File: src/rtl/dispatch_queue.sv
// Circular dispatch queue between decode and the ROB/RS: compacting N_WAY-wide enqueue, in-order prefix dequeue.
// Optional statistics outputs (stall_cycles, max_count) are enabled by defining DISPATCH_QUEUE_STATS_EN.
module dispatch_queue #(
  parameter int N_WAY = 2,
  parameter int DEPTH = 8,
  parameter int XLEN  = 32
) (
  input  logic                         clock,
  input  logic                         reset,
  input  logic                         flush,
  input  logic [N_WAY-1:0]             in_valid,
  input  logic [N_WAY*XLEN-1:0]        in_pc,
  input  logic [N_WAY*XLEN-1:0]        in_npc,
  input  logic [N_WAY*32-1:0]          in_inst,
  input  logic [N_WAY*5-1:0]           in_src1,
  input  logic [N_WAY*5-1:0]           in_src2,
  input  logic [N_WAY*5-1:0]           in_dest,
  output logic                         in_ready,
  output logic [N_WAY-1:0]             out_valid,
  output logic [N_WAY*XLEN-1:0]        out_pc,
  output logic [N_WAY*XLEN-1:0]        out_npc,
  output logic [N_WAY*32-1:0]          out_inst,
  output logic [N_WAY*5-1:0]           out_src1,
  output logic [N_WAY*5-1:0]           out_src2,
  output logic [N_WAY*5-1:0]           out_dest,
  input  logic [N_WAY-1:0]             dispatched,
  output logic [$clog2(DEPTH):0]       count
`ifdef DISPATCH_QUEUE_STATS_EN
  ,
  output logic [31:0]                  stall_cycles,
  output logic [$clog2(DEPTH):0]       max_count
`endif
);

  localparam int PW = $clog2(DEPTH);
  localparam int CW = PW + 1;

  logic [XLEN-1:0] pc_mem   [DEPTH];
  logic [XLEN-1:0] npc_mem  [DEPTH];
  logic [31:0]     inst_mem [DEPTH];
  logic [4:0]      src1_mem [DEPTH];
  logic [4:0]      src2_mem [DEPTH];
  logic [4:0]      dest_mem [DEPTH];

  logic [PW-1:0] head;
  logic [PW-1:0] tail;
  logic [CW-1:0] count_next;
  logic [CW-1:0] enq_cnt;
  logic [CW-1:0] deq_cnt;
  logic [PW-1:0] enq_off [N_WAY];
  logic          deq_run;

  assign in_ready = (CW'(DEPTH) - count) >= CW'(N_WAY);

  // Valid lanes are packed: each lane's slot offset is the number of valid lanes below it.
  always_comb begin
    enq_cnt = '0;
    for (int i = 0; i < N_WAY; i++) begin
      enq_off[i] = enq_cnt[PW-1:0];
      if (in_valid[i]) enq_cnt = enq_cnt + CW'(1);
    end
    if (!in_ready) enq_cnt = '0;
  end

  // Retire only the leading run of accepted lanes so entries leave strictly in order.
  always_comb begin
    deq_cnt = '0;
    deq_run = 1'b1;
    for (int i = 0; i < N_WAY; i++) begin
      if (deq_run && dispatched[i] && out_valid[i]) deq_cnt = deq_cnt + CW'(1);
      else deq_run = 1'b0;
    end
  end

  always_comb begin
    count_next = flush ? '0 : (count + enq_cnt - deq_cnt);
  end

  always_comb begin
    out_valid = '0;
    out_pc    = '0;
    out_npc   = '0;
    out_inst  = '0;
    out_src1  = '0;
    out_src2  = '0;
    out_dest  = '0;
    for (int i = 0; i < N_WAY; i++) begin
      out_valid[i]              = CW'(i) < count;
      out_pc[i*XLEN +: XLEN]    = pc_mem[head + PW'(i)];
      out_npc[i*XLEN +: XLEN]   = npc_mem[head + PW'(i)];
      out_inst[i*32 +: 32]      = inst_mem[head + PW'(i)];
      out_src1[i*5 +: 5]        = src1_mem[head + PW'(i)];
      out_src2[i*5 +: 5]        = src2_mem[head + PW'(i)];
      out_dest[i*5 +: 5]        = dest_mem[head + PW'(i)];
    end
  end

  always_ff @(posedge clock) begin
    if (reset || flush) begin
      head  <= '0;
      tail  <= '0;
      count <= '0;
    end else begin
      head  <= head + deq_cnt[PW-1:0];
      tail  <= tail + enq_cnt[PW-1:0];
      count <= count_next;
    end
  end

  // Payload storage carries no reset; occupancy alone decides what is visible.
  always_ff @(posedge clock) begin
    for (int i = 0; i < N_WAY; i++) begin
      if (in_ready && in_valid[i] && !flush) begin
        pc_mem[tail + enq_off[i]]   <= in_pc[i*XLEN +: XLEN];
        npc_mem[tail + enq_off[i]]  <= in_npc[i*XLEN +: XLEN];
        inst_mem[tail + enq_off[i]] <= in_inst[i*32 +: 32];
        src1_mem[tail + enq_off[i]] <= in_src1[i*5 +: 5];
        src2_mem[tail + enq_off[i]] <= in_src2[i*5 +: 5];
        dest_mem[tail + enq_off[i]] <= in_dest[i*5 +: 5];
      end
    end
  end

`ifdef DISPATCH_QUEUE_STATS_EN
  // Counters survive flush; only reset clears them.
  always_ff @(posedge clock) begin
    if (reset) begin
      stall_cycles <= '0;
      max_count    <= '0;
    end else begin
      if (|in_valid && !in_ready && stall_cycles != 32'hFFFF_FFFF)
        stall_cycles <= stall_cycles + 32'd1;
      if (count_next > max_count)
        max_count <= count_next;
    end
  end
`endif

endmodule

File: config.mk
export PLATFORM = sky130hd
export DESIGN_NAME = dispatch_queue
export DESIGN_NICKNAME = d
export VERILOG_FILES = /design/src/rtl/dispatch_queue.sv
export SDC_FILE = /design/constraint.sdc
export NUM_CORES = 2
export LEC_CHECK = 0
export ABC_AREA = 0
export CAP_MARGIN = 20
export CORE_ASPECT_RATIO = 1.2
export CORE_UTILIZATION = 50
export CTS_BUF_LIST = sky130_fd_sc_hd__clkbuf_8
export CTS_CLUSTER_SIZE = 30
export DETAILED_ROUTE_END_ITERATION = 10
export PLACE_DENSITY = 0.82
export REMOVE_ABC_BUFFERS = 1
export SYNTH_ARGS = -nofsm -noshare
export SYNTH_HDL_FRONTEND = slang
export SYNTH_SLANG_ARGS = --single-unit
File: constraint.sdc
create_clock -name clock -period 16.6 [get_ports clock]
set_input_delay 1.66 -clock clock [delete_from_list [all_inputs] [get_ports clock]]
set_output_delay 1.66 -clock clock [all_outputs]
set_load 0.005 [all_outputs]
==> impl_metrics.tcl <==
set metrics [dict create \
    crit_type "reg2out" \
    multi_input_area_sq_um 23400 \
    yosysWarnings 0 \
    dr.first_iter.drc_count 2482 \
    cts_sinks 898 \
    regToRegEndpoint "inst_mem[5][23]" \
    rrSetupSlack_ps 12130 \
    start_util_pct 50.5 \
    tns_ps 0 \
    coreArea_sq_um 102000 \
    syn_area_sq_um 51300 \
    synth.avg_cell_area_sq_um 18.5 \
    path_clk_slew_ps 60 \
    drv_slew 0 \
    insertion_delay_ps 860 \
    grtUsageTotal_pct 27.8 \
    holdCritPathClass "reg2reg" \
    die_w_um 294 \
    placed_area_sq_um 57000 \
    seqCellArea_sq_um 26900 \
    crit_path_max_fanout 56 \
    total_leakage_power_nw 18.7 \
    skew_ps 32.5 \
    critPathBufInv 3 \
    relSlewSlack_pct 20.5 \
    vias 30600 \
    ys_seq_elements 898 \
    viasPerCell 6.52 \
    fin_area_sq_um 59700 \
    drv_cap 0 \
    dpl.hpwl_um 80300 \
    fin_crit_sh_pct 40.1 \
    worstPathArrival_ps 5000 \
    hold-path-endpoint "tail[2]" \
    portBuffers 457 \
    cts_hold_repair.buffers 0 \
    cp_slowest_cell "dfxtp_4" \
    cts_resized 0 \
    crit_path_end_kind "output pin" \
    drive_gt1_share_pct 48.5 \
    antenna_found_initial 38 \
    r2r_cells 8 \
    grt_pass1_vias 33200 \
    worst_pin_slew_ps 1190 \
    ys_types 35 \
    ir_worst_vdd_uv 155 \
    place.gp.congestion 0.799 \
    min_period_ps 6660 \
    grt.overflow.total 0 \
    area_growth_pct 16.5 \
    ant_nets 0 \
    cts_root_buffer "clkbuf_8" \
    totalWireLength_um 144000 \
    hold_depth 2 \
    dieHeight_um 353 \
    wl_per_cell_um 30.7 \
    fmax_mhz 150 \
    hp-start "tail[2]" \
    instances_no_fill 4701 \
    drc_errors 0 \
    critPathRequiredTime_ps 14940 \
    rows 128 \
    crit_top_cell "buf_4" \
    cts_buffer_depth 3 \
    p_per_area_nw_per_um2 121 \
    start_kind "register" \
    cts_tree "done" \
    drt_first_pass_iters 5 \
    layout_setup_ws_ps 9940 \
    fillers 7465 \
    cts_buffers 149 \
    rr_startpoint "count[0]" \
    nets 3449 \
    setup_violations 0 \
    ys_seq_area_share_pct 52.4 \
    h-tree-depth 4 \
    post_cts_buffers 0 \
    ios 458 \
    synth_cells 2775 \
    dieArea_sq_um 104000 \
    path_cells "ha_4 -> buf_4 -> buf_4 -> mux4_2 -> mux2_2 -> clkdlybuf4s50_1" \
    grt_pass1_wl_um 213000 \
    status "complete, no violations" \
    pre_cts_slack_ps 10110 \
    rsz0062_at_grt "no" \
    cpLargestDelayFamily "buffers and inverters" \
    hold_viol 0 \
    dp_cells 4413 \
    grt_max_degree 161 \
    critPathMaxStageDelay_ps 880 \
]
[stage by stage]
step,power [mW],hold WS (ps),utilization (%)
global route,7.47,714,58.8
detailed placement,5.44,648,56.2
CTS,7.23,655,58.7
floorplan,4.85,567,-
finish,7.20,656,58.8
global placement,5.38,609,56.2
[report_power, final]
group	internal (mW)	switching, mW
registers	2.79	0.114
clock network	0.862	0.913
logic	1.37	1.15
total	5.02	2.17
[layout by cell type, fill, tap and decap left out, drive strengths merged]
cell type / count
xnor2: 7
diode: 21
a21o: 5
or3: 1
mux2: 1110
or2: 2
inv: 61
nor3: 8
o41ai: 4
nand2b: 3
o21ai: 2
clkbuf: 151
bufinv: 1
a2111oi: 2
clkinv: 61
and2: 8
xor2: 3
buf: 43
clkinvlp: 3
o211ai: 2
clkdlybuf4s50: 457
nand3b: 1
and3: 1
dfxtp: 10
nand2: 6
mux4: 444
a21oi: 1
or3b: 1
fa: 4
o211a: 2
edfxtp: 888
ha: 14
nor2: 9
[area by class of cell]
class | count | area share, %
tap | 1365 | 2.86
inverter | 13 | 0.0817
clock buffer | 151 | 3.48
multi-input combinational | 1640 | 39.1
timing repair buffer | 500 | 8.50
sequential | 898 | 45.0
antenna | 21 | 0.0880
clock inverter | 113 | 0.859
[per-layer routing]
metal	GRT usage (%)	part of all wire (%)	up-vias
li1	-	-	12600
met1	34.0	37	16200
met2	46.6	51	1461
met3	7.48	8.7	335
met4	11.7	3.4	38
met5	0	0.16	-
[worst max-delay path by stage]
stage	start	end	slack, ps	depth (start not counted)
after floorplan	count[1]	dest_mem[6][0]	-6020	5
after global placement	head[1]	out_pc[36]	10200	6
after detailed placement	head[1]	out_pc[36]	10110	6
after CTS	head[1]	out_pc[36]	9150	6
after global routing	head[0]	out_inst[45]	9660	5
final	head[1]	out_pc[36]	9940	6
[cells in the mapped netlist]
| cell | n | area share [%] |
|---|---|---|
| buf_4 | 48 | 0.70 |
| nor3_1 | 7 | 0.068 |
| nor2_1 | 9 | 0.066 |
| mux2_2 | 923 | 20 |
| dfxtp_1 | 10 | 0.39 |
| clkinv_1 | 1 | 0.0073 |
| or3_1 | 1 | 0.012 |
| o211a_1 | 2 | 0.039 |
| o211ai_2 | 1 | 0.024 |
| o211ai_1 | 1 | 0.015 |
| or3b_2 | 1 | 0.017 |
| a2111oi_4 | 2 | 0.11 |
| clkbuf_1 | 65 | 0.48 |
| buf_1 | 45 | 0.33 |
| and2_1 | 8 | 0.098 |
| inv_1 | 12 | 0.088 |
| nand2_1 | 6 | 0.044 |
| or2_1 | 1 | 0.012 |
| fa_1 | 4 | 0.16 |
| nand2b_1 | 3 | 0.037 |
| buf_2 | 66 | 0.64 |
| or2_2 | 1 | 0.012 |
| nor3_2 | 1 | 0.020 |
| mux2_1 | 187 | 4.1 |
| mux4_2 | 444 | 20 |
| xor2_1 | 3 | 0.051 |
| and3_1 | 1 | 0.012 |
| a21oi_1 | 1 | 0.0098 |
| xnor2_1 | 7 | 0.12 |
| ha_1 | 14 | 0.34 |
| a21o_1 | 5 | 0.073 |
| o41ai_1 | 4 | 0.068 |
| o21ai_1 | 2 | 0.020 |
| nand3b_1 | 1 | 0.015 |
| edfxtp_1 | 888 | 52 |
[tightest hold or removal path: cells and delay by family, from the launching register on]
family | cells | cell delay (ps)
xor+xnor | 1 | 180
flops | 1 | 400
simple gates | 1 | 40
[cell families after synthesis]
group / after synthesis / share of synthesized area (%)
mux: 1554 / 43.9
buf+inv: 237 / 2.25
xor+xnor: 10 / 0.171
simple gates: 40 / 0.413
compound gates: 18 / 0.356
flops: 898 / 52.4
fa+ha+maj: 18 / 0.498
[registers in the layout (all words and copies together) (netlist names)]
signal,flops
dest_mem,40
npc_mem,256
head,3
count,4
inst_mem,256
tail,3
src2_mem,40
src1_mem,40
pc_mem,256
Note: power is estimated with default switching activity, not from simulation.
